### config.mk
export PLATFORM = sky130hd
export DESIGN_NAME = pad_conditioner
export DESIGN_NICKNAME = d
export VERILOG_FILES = /design/src/rtl/pad_conditioner.sv
export SDC_FILE = /design/constraint.sdc
export NUM_CORES = 1
export LEC_CHECK = 0
export BUFFER_PORTS_ARGS = -buffer_cell sky130_fd_sc_hd__clkbuf_2
export CAP_MARGIN = 20
export CORE_MARGIN = 3
export CORE_UTILIZATION = 58
export DETAILED_ROUTE_END_ITERATION = 8
export GPL_TIMING_DRIVEN = 0
export HOLD_SLACK_MARGIN = 0.02
export PLACE_DENSITY = 0.84
export SKIP_LAST_GASP = 1
export SLEW_MARGIN = 20
export SYNTH_ARGS = -nofsm -noshare
export SYNTH_HDL_FRONTEND = slang
export SYNTH_SLANG_ARGS = --single-unit
### constraint.sdc
create_clock -name CLK -period 8.2 [get_ports CLK]
set_input_delay 0.82 -clock CLK [delete_from_list [all_inputs] [get_ports CLK]]
set_output_delay 0.82 -clock CLK [all_outputs]
set_load 0.01 [all_outputs]
### src/rtl/pad_conditioner.sv
// pad_conditioner
//   Conditions four raw host joystick words into active-high per-player button
//   vectors for the multitap / I/O port logic. Two CE-qualified stages:
//   stage 1 captures JOY_0..3 (and VBL), stage 2 registers the outputs after
//   SOCD resolution and turbo.
//
//   Optional feature macro: PAD_TURBO_EN (frame counter + autofire on A/B/C).
//   With it undefined, TURBO_PHASE is 0, JOY[14:12], VBL and TURBO_RATE are ignored.
//
// Ports:
//   CLK, RESET (async active-high), CE (clock enable)
//   VBL          vertical blank level; rising edge = frame tick
//   JOY_0..JOY_3 raw host words: [3:0]=U D L R, [6:4]=C B A, [11:7]=Z Y X MODE START,
//                [14:12]=turboC/B/A
//   SOCD_MODE    0 pass, 1/3 neutral, 2 last-wins
//   TURBO_RATE   autofire phase length = 2^TURBO_RATE frames
//   P1..P4       conditioned vectors, bits as JOY[11:0], 1 = pressed
//   TURBO_PHASE  current autofire phase
module pad_conditioner #(
  parameter int TURBO_CNT_W = 3
) (
  input  logic        CLK,
  input  logic        RESET,
  input  logic        CE,
  input  logic        VBL,
  input  logic [14:0] JOY_0,
  input  logic [14:0] JOY_1,
  input  logic [14:0] JOY_2,
  input  logic [14:0] JOY_3,
  input  logic [1:0]  SOCD_MODE,
  input  logic [1:0]  TURBO_RATE,
  output logic [11:0] P1,
  output logic [11:0] P2,
  output logic [11:0] P3,
  output logic [11:0] P4,
  output logic        TURBO_PHASE
);

`ifdef PAD_TURBO_EN
  localparam int JOY_CAP_W = 15;
`else
  localparam int JOY_CAP_W = 12;
`endif

  // Last-wins latch per axis: FIRST = R (L/R axis) or D (U/D axis),
  // SECOND = L or U.
  typedef enum logic [1:0] {
    LATCH_NONE   = 2'd0,
    LATCH_FIRST  = 2'd1,
    LATCH_SECOND = 2'd2
  } latch_e;

  logic [3:0][JOY_CAP_W-1:0] joy_s1_q, joy_s1_d;
  logic [3:0][3:0]           dir_prev_q, dir_prev_d;
  latch_e                    latch_q [4][2];
  latch_e                    latch_d [4][2];
  logic [3:0][11:0]          p_q, p_d;
  logic                      turbo_phase;

  function automatic latch_e latch_next(input logic a, input logic b,
                                        input logic pa, input logic pb,
                                        input latch_e cur);
    logic ra;
    logic rb;
    ra = a & ~pa;
    rb = b & ~pb;
    latch_next = cur;
    if (!a && !b)      latch_next = LATCH_NONE;
    else if (ra && rb) latch_next = LATCH_NONE;
    else if (ra)       latch_next = LATCH_FIRST;
    else if (rb)       latch_next = LATCH_SECOND;
    // Only one held (covers release of the latched side): it takes the latch.
    else if (a && !b)  latch_next = LATCH_FIRST;
    else if (b && !a)  latch_next = LATCH_SECOND;
  endfunction

  // Returns {second, first}.
  function automatic logic [1:0] socd_out(input logic a, input logic b,
                                          input latch_e nxt,
                                          input logic [1:0] mode);
    socd_out = {b, a};
    if (a && b) begin
      case (mode)
        2'd0: socd_out = 2'b11;
        2'd2: begin
          case (nxt)
            LATCH_FIRST:  socd_out = 2'b01;
            LATCH_SECOND: socd_out = 2'b10;
            default:      socd_out = 2'b00;
          endcase
        end
        default: socd_out = 2'b00;
      endcase
    end
  endfunction

  always_comb begin
    joy_s1_d   = joy_s1_q;
    dir_prev_d = dir_prev_q;
    latch_d    = latch_q;
    p_d        = p_q;
    if (CE) begin
      joy_s1_d = {JOY_3[JOY_CAP_W-1:0], JOY_2[JOY_CAP_W-1:0],
                  JOY_1[JOY_CAP_W-1:0], JOY_0[JOY_CAP_W-1:0]};
      for (int unsigned p = 0; p < 4; p++) begin
        dir_prev_d[p] = joy_s1_q[p][3:0];
        // Latches track in every mode so a mode switch mid-hold needs no reset.
        latch_d[p][0] = latch_next(joy_s1_q[p][0], joy_s1_q[p][1],
                                   dir_prev_q[p][0], dir_prev_q[p][1], latch_q[p][0]);
        latch_d[p][1] = latch_next(joy_s1_q[p][2], joy_s1_q[p][3],
                                   dir_prev_q[p][2], dir_prev_q[p][3], latch_q[p][1]);
        p_d[p][1:0]  = socd_out(joy_s1_q[p][0], joy_s1_q[p][1], latch_d[p][0], SOCD_MODE);
        p_d[p][3:2]  = socd_out(joy_s1_q[p][2], joy_s1_q[p][3], latch_d[p][1], SOCD_MODE);
`ifdef PAD_TURBO_EN
        p_d[p][6:4]  = joy_s1_q[p][6:4] | (joy_s1_q[p][14:12] & {3{turbo_phase}});
`else
        p_d[p][6:4]  = joy_s1_q[p][6:4];
`endif
        p_d[p][11:7] = joy_s1_q[p][11:7];
      end
    end
  end

  always_ff @(posedge CLK or posedge RESET) begin
    if (RESET) begin
      joy_s1_q   <= '0;
      dir_prev_q <= '0;
      p_q        <= '0;
      for (int unsigned p = 0; p < 4; p++) begin
        latch_q[p][0] <= LATCH_NONE;
        latch_q[p][1] <= LATCH_NONE;
      end
    end else begin
      joy_s1_q   <= joy_s1_d;
      dir_prev_q <= dir_prev_d;
      p_q        <= p_d;
      latch_q    <= latch_d;
    end
  end

`ifdef PAD_TURBO_EN
  logic                   vbl_s1_q, vbl_s1_d;
  logic                   vbl_prev_q, vbl_prev_d;
  logic [TURBO_CNT_W-1:0] frame_cnt_q, frame_cnt_d;
  logic                   phase_q, phase_d;
  logic [31:0]            turbo_lim;

  always_comb begin
    vbl_s1_d    = vbl_s1_q;
    vbl_prev_d  = vbl_prev_q;
    frame_cnt_d = frame_cnt_q;
    phase_d     = phase_q;
    turbo_lim   = (32'd1 << TURBO_RATE) - 32'd1;
    if (CE) begin
      vbl_s1_d   = VBL;
      vbl_prev_d = vbl_s1_q;
      if (vbl_s1_q && !vbl_prev_q) begin
        // >= so a lowered rate wraps on the next edge instead of running past.
        if (32'(frame_cnt_q) >= turbo_lim) begin
          frame_cnt_d = '0;
          phase_d     = ~phase_q;
        end else begin
          frame_cnt_d = frame_cnt_q + 1'b1;
        end
      end
    end
  end

  always_ff @(posedge CLK or posedge RESET) begin
    if (RESET) begin
      vbl_s1_q    <= 1'b0;
      vbl_prev_q  <= 1'b0;
      frame_cnt_q <= '0;
      phase_q     <= 1'b0;
    end else begin
      vbl_s1_q    <= vbl_s1_d;
      vbl_prev_q  <= vbl_prev_d;
      frame_cnt_q <= frame_cnt_d;
      phase_q     <= phase_d;
    end
  end

  assign turbo_phase = phase_q;
`else
  logic unused_turbo_inputs;
  assign unused_turbo_inputs = ^{VBL, TURBO_RATE, JOY_0[14:12], JOY_1[14:12],
                                 JOY_2[14:12], JOY_3[14:12]};
  assign turbo_phase = 1'b0;
`endif

  assign P1          = p_q[0];
  assign P2          = p_q[1];
  assign P3          = p_q[2];
  assign P4          = p_q[3];
  assign TURBO_PHASE = turbo_phase;

endmodule

==> reports/results.ini, run 1 <==
[run_status]
run_status=finished clean

[grt]
grt_start_max_net_pins=69
global_route.overflow_total=0
grt_pass1_vias=3969
antenna_found_initial=0
grt_first_pass_wirelength_um=19900
global_routing_usage_summed_across_all_routing_layers_pct=25.1

[layout]
finalNetCount=620
antenna_cells=0
areaGrowthSynthToFinish_pct=22.4
final_common_cell=dfrtp_1
multi_input_comb_area_sq_um=1910
num-fill-cells=605
post_layout_nonfiller_instances=673
layout_cell_share_with_drive_strength_beyond_1_pct=40.0
post-route-cell-area_sq_um=6570
ff_latch_area_sq_um=3200
postLayoutCoreUtil_pct=74.3
layout.cells.most_common_list=dfrtp_1, clkbuf_2, mux2_2

[sta]
worst-slew-pin-transition_ns=0.550
slew_headroom_pct=63.3
slew_violations=0
fin_worst_skew_ns=0.00722
setup_viol=0
min_period_over_period_pct=22.9
fmaxAchievable_ghz=0.533
fin_worst_hold_slack_ns=0.367
hold_viol_final=0
grt_setup_unrepaired=false
layout_min_cycle_time_ns=1.88
final.setup.tns_ns=0

[logic_synthesis]
synth-seq-area-share_pct=59.7
syn_nets=503
synthesis.area_sq_um=5370
synth_cell_type_count=19
synth_warnings=0
syn_avg_cell_area_sq_um=12.3
postSynthRegisterBits=128
synthCells=435

[critical_path]
crit_arrival_ns=1.06
crit_family=flip-flops
crit_required_ns=7.38
rr_startpoint=joy_s1_q[38]
timing.setup.critical_path_class=reg2out
critical_path.cell_chain=clkbuf_2
crit_path_max_incr_delay_ns=0.40
setup_crit_end_kind=primary output
worst_setup_path_startpoint=P4[2]
worstPathMaxFanout=2
critical_path.startpoint_type=register
critical-path-slowest-cell=dfrtp_1
critical_path_buf_inv_count=1

[power]
leakage_power_figure_nw=3.10
ir_worst_vdd_uv=163
powerDensity_nw_per_um2=257

[clock_tree]
reg_clk_slew_reported_paths_ns=0.06
cts_hold_buf=0
worstSkewPairLatency_ns=0.52
post_cts_buffers=0
tritoncts=built
clk_path_buf_depth=2
cts_resized=0
htree_levels=4
clock_sink_count=128
ctsRootBufferMaster=clkbuf_8
cts_inserted_buffers=17

[detailed_routing]
antenna_left=0
detail_route.wirelength_um=12200
post_detailed_route_via_to_cell_ratio=5.89
met3_length_um=715
met2_length_um=6350
top_signal_layer_used=met4
drt-pass1-iter-count=5
detailroute.via_count=3964
first_iter_violations=269
routedWlPerCell_um=18.1
drt-met1-wl_um=4890
route.detailed.drc=0

[hold_path]
timing.hold.worst.class=in2async

[floorplan]
num_rows=34
design.portCount=117
die-width_um=102
coreArea_sq_um=8850
die_area_sq_um=10400
initial_core_util_pct=60.7
die_height_um=102

[placement]
port_buffers=97
place.detailed.instances=641
hpwl_um=7970
global_placer_s_final_weighted_congestion=0.846
placed_area_sq_um=6020

[job]
drv_cap=0

-- sequential cells by signal, summed over array words and instances, names as in the netlist --
register and flops:
latch_q 16, P3 12, P2 12, dir_prev_q 16, joy_s1_q 48, P4 12
P1 12
-- worst register-to-register path: stages, from the launching register on --
cell	delay, ns
dfrtp_1	0.42
inv_1	0.11
a211oi_1	0.28
a22o_1	0.16
-- routing by layer --
layer,vias to the layer above,track usage (%)
li1,1792,-
met1,1980,32.4
met2,167,41.6
met3,25,5.87
met4,0,9.59
met5,-,0
-- cells in the mapped netlist (all sizes together) --
| cell type | count | area (sq um) |
|---|---|---|
| buf | 21 | 144 |
| nand2b | 8 | 50.1 |
| a211oi | 8 | 60.1 |
| dfrtp | 128 | 3200 |
| nand2 | 48 | 180 |
| o2111ai | 16 | 140 |
| nand3b | 8 | 60.1 |
| a22o | 16 | 140 |
| a21oi | 40 | 200 |
| conb | 1 | 3.75 |
| inv | 26 | 97.6 |
| clkbuf | 3 | 13.8 |
| o21ai | 40 | 200 |
| mux2 | 72 | 875 |
-- logic make-up (layout without fill, tap and decap cells) --
group | count (synthesis) | count (layout) | share of synthesized area, %
buffers and inverters | 50 | 180 | 4.75
AO/OA/AOI/OAI | 120 | 120 | 13.8
multiplexers | 72 | 72 | 16.3
AND/OR/NAND/NOR | 64 | 64 | 5.41
flip-flops | 128 | 128 | 59.7
other | 1 | 1 | 0.0699
-- final timing paths --
path,to,slack (ns),depth (start not counted)
max in group asynchronous,latch_q[0],7.11,3
setup / recovery,P4[2],6.32,1
setup reg to reg,P4[2],7.16,3
hold / removal,joy_s1_q[47],0.37,2
min in group CLK,joy_s1_q[32],0.50,1
hold reg to reg,joy_s1_q[32],0.50,1
-- area by class of cell --
type | instances | share of cell area, %
tap | 108 | 2.06
clock inverter | 14 | 2.04
sequential | 128 | 48.7
timing repair buffer | 98 | 7.81
multi-input combinational | 257 | 29.1
clock buffer | 18 | 6.36
buffer | 24 | 2.40
inverter | 26 | 1.56
-- stage by stage --
step	power, mW	setup WS, ns
final	1.69	6.32
after global routing	1.77	6.29
after CTS	1.70	6.31
after detailed placement	1.01	6.44
after global placement	0.991	2.71
after floorplan	0.914	3.97
-- where the power goes --
group | switching [mW] | internal, mW | leakage, nW | total, mW
clock network | 0.288 | 0.405 | 0.254 | 0.692
logic | 0.112 | 0.113 | 1.30 | 0.225
registers | 0.0632 | 0.710 | 1.54 | 0.773
Note: power is estimated with default switching activity, not from simulation.
==> run 2: changes to the inputs <==
- ABC_AREA: unset -> 1
- CORE_UTILIZATION: 58 -> 55
- PLACE_DENSITY: 0.84 -> 0.8
- clock period: 8.2 -> 1.85 ns (I/O delays scaled with it)
==> reports/results.ini, run 2 <==
[layout]
areaGrowthSynthToFinish_pct=31.5
final_common_cell=nand2_1
antenna_cells=0  ; unchanged
num-fill-cells=692  ; +14%
max_flop_register=joy_s1_q
top_regs=joy_s1_q x48, dir_prev_q x16, latch_q x16
largest_reg_flops=48  ; unchanged
finalNetCount=927  ; +50%
post-route-cell-area_sq_um=7380  ; +12%
layout_cell_share_with_drive_strength_beyond_1_pct=20.6  ; -19 points
layout.cells.most_common_list=nand2_1, dfrtp_1, clkbuf_2

[sta]
setup_viol=0  ; unchanged
min_period_over_period_pct=68.7
worst-slew-pin-transition_ns=0.573  ; +0.0234 ns
layout_min_cycle_time_ns=1.27
final.setup.tns_ns=0  ; unchanged
timing.final.ws_setup_ns=0.580  ; -5.74 ns
fmaxAchievable_ghz=0.787
slew_headroom_pct=61.8  ; -1.6 points
slew_violations=0  ; unchanged
grt_setup_unrepaired=false
fin_worst_skew_ns=0.00770  ; +0.000481 ns
hold_viol_final=0  ; unchanged

[logic_synthesis]
synth_largest_area_cell=dfrtp_1
syn_avg_cell_area_sq_um=8.13  ; -34%
postSynthRegisterBits=128  ; unchanged
syn_nets=758  ; +51%
number_of_enable_flip_flop_cells_after_synthesis=0  ; unchanged
synthTopCellsByArea=dfrtp_1, nand2_1, o21ai_0
synth_cell_type_count=19  ; unchanged
ys_top_cells_by_count=nand2_1, dfrtp_1, o21ai_0
synth_ff_type=dfrtp_1
synthesis.area_sq_um=5610  ; +4.5%
synth-seq-area-share_pct=57.1  ; -2.6 points
most_repeated_cell_in_the_gate_level_netlist_after_synthesis=nand2_1
netlist.area_leader.share_pct=57.1  ; -2.6 points
synthArstFlopShare_pct=100  ; unchanged
synthCells=690  ; +59%
synth_warnings=0  ; unchanged

[critical_path]
crit_required_ns=1.66  ; -5.72 ns
critical_path.startpoint_type=register
rr_startpoint=joy_s1_q[12]
critical_path_buf_inv_count=1  ; unchanged
critical-path-slowest-cell=dfrtp_1
timing.setup.critical_path_class=reg2out
crit_arrival_ns=1.09  ; +0.03 ns
worstPathMaxFanout=2  ; unchanged
worst_setup_path_startpoint=P1[11]
crit_path_max_incr_delay_ns=0.40  ; about the same
crit_family=flip-flops
critical_path.cell_chain=clkbuf_2
setup_crit_end_kind=primary output

[clock_tree]
reg_clk_slew_reported_paths_ns=0.06  ; about the same
worstSkewPairLatency_ns=0.54  ; +0.02 ns
cts_inserted_buffers=17  ; unchanged
clock_sink_count=128  ; unchanged
cts_hold_buf=49  ; +49
tritoncts=built
clk_path_buf_depth=2  ; unchanged
post_cts_buffers=0  ; unchanged
ctsRootBufferMaster=clkbuf_8
htree_levels=4  ; unchanged
cts_resized=0  ; unchanged

[detailed_routing]
post_detailed_route_via_to_cell_ratio=5.24  ; -11%
antenna_left=0  ; unchanged
drt-pass1-iter-count=5  ; unchanged
route.detailed.drc=0  ; unchanged
detail_route.wirelength_um=15500  ; +28%
first_iter_violations=303  ; +13%
detailroute.via_count=5264  ; +33%
routedWlPerCell_um=15.5  ; -15%

[grt]
global_routing_usage_summed_across_all_routing_layers_pct=29.0  ; +3.9 points
global_route.overflow_total=0  ; unchanged
grt_start_max_net_pins=31  ; -55%
grt_pass1_vias=5426  ; +37%
gr_util_met2_pct=48.3  ; +6.7 points
antenna_found_initial=0  ; unchanged
global_route.peak_usage_layer=met2
global_route.usage.met1_pct=36.3  ; +3.9 points
grt_first_pass_wirelength_um=25700  ; +29%
met3_usage_pct=7.65  ; +1.8 points

[floorplan]
coreArea_sq_um=9860  ; +11%
num_rows=36  ; +5.9%
die_area_sq_um=11500  ; +9.6%
die-width_um=107  ; +4.7%
design.portCount=117  ; unchanged
die_height_um=107  ; +4.7%
initial_core_util_pct=56.9  ; -3.8 points

[placement]
post-place-ws_ns=0.692  ; -5.75 ns
port_buffers=97  ; unchanged
placed_area_sq_um=6350  ; +5.4%
hpwl_um=10000  ; +26%
global_placer_s_final_weighted_congestion=0.910  ; +7.5%

[job]
drv_cap=0  ; unchanged

[hold_path]
worst_hold_startpoint=SOCD_MODE[1]
timing.hold.worst.class=in2reg

[power]
ir_worst_vdd_uv=804  ; +390%
leakage_power_figure_nw=3.83  ; +24%
powerDensity_nw_per_um2=1020  ; +300%

[run_status]
run_status=finished clean

## run 2: power breakdown
part | leakage, nW | internal (mW) | switching (mW) | total (mW)
sequential | 1.57 | 3.11 | 0.204 | 3.32
clock | 0.265 | 1.82 | 1.26 | 3.08
combinational | 1.99 | 0.461 | 0.706 | 1.17
## run 2: layer usage
layer	wire (um)	share of wire (%)	vias to the layer above
li1	-	-	2477
met4	401	2.6	0
met2	7740	50	213
met5	0	0	-
met1	6200	40	2530
met3	1200	7.7	44
## run 2: final timing paths
check	end	slack (ns)	cells after the start
max in group asynchronous	P1[4]	0.75	6
min in group asynchronous	joy_s1_q[13]	0.18	3
min	P1[2]	0.05	4
max	P1[11]	0.58	1
min reg2reg	joy_s1_q[4]	0.47	2
max reg2reg	P2[1]	0.68	7
## run 2: cell type report
cell class / count / area [sq um] / share of cell area [%]
inverters: 83 / 315 / 4.27
flip-flops and latches: 128 / 3200 / 43.4
clock buffers: 20 / 435 / 5.90
repair buffers: 150 / 1060 / 14.3
multi-input cells: 446 / 1890 / 25.7
clock inverters: 12 / 109 / 1.47
plain buffers: 33 / 203 / 2.75
well taps: 133 / 166 / 2.25
## run 2: through the flow
step           power [mW]  hold WS (ns)  instances  utilization [%]
6_report             7.56        0.0497       1005             74.8
2_1_floorplan        3.98         0.297        690                -
3_5_place_dp         4.41         0.181        924             64.3
4_1_cts              7.56        0.0285       1005             74.8
3_3_place_gp         4.33         0.385        920             63.5
5_1_grt              7.90        0.0659       1005             74.8
## run 2: logic make-up after synthesis
family                 after synthesis  share of synthesized area [%]
other                                1                         0.0668
AO/OA/AOI/OAI                      130                           11.6
buffers and inverters              116                           9.16
flip-flops                         128                           57.1
AND/OR/NAND/NOR                    315                           22.1
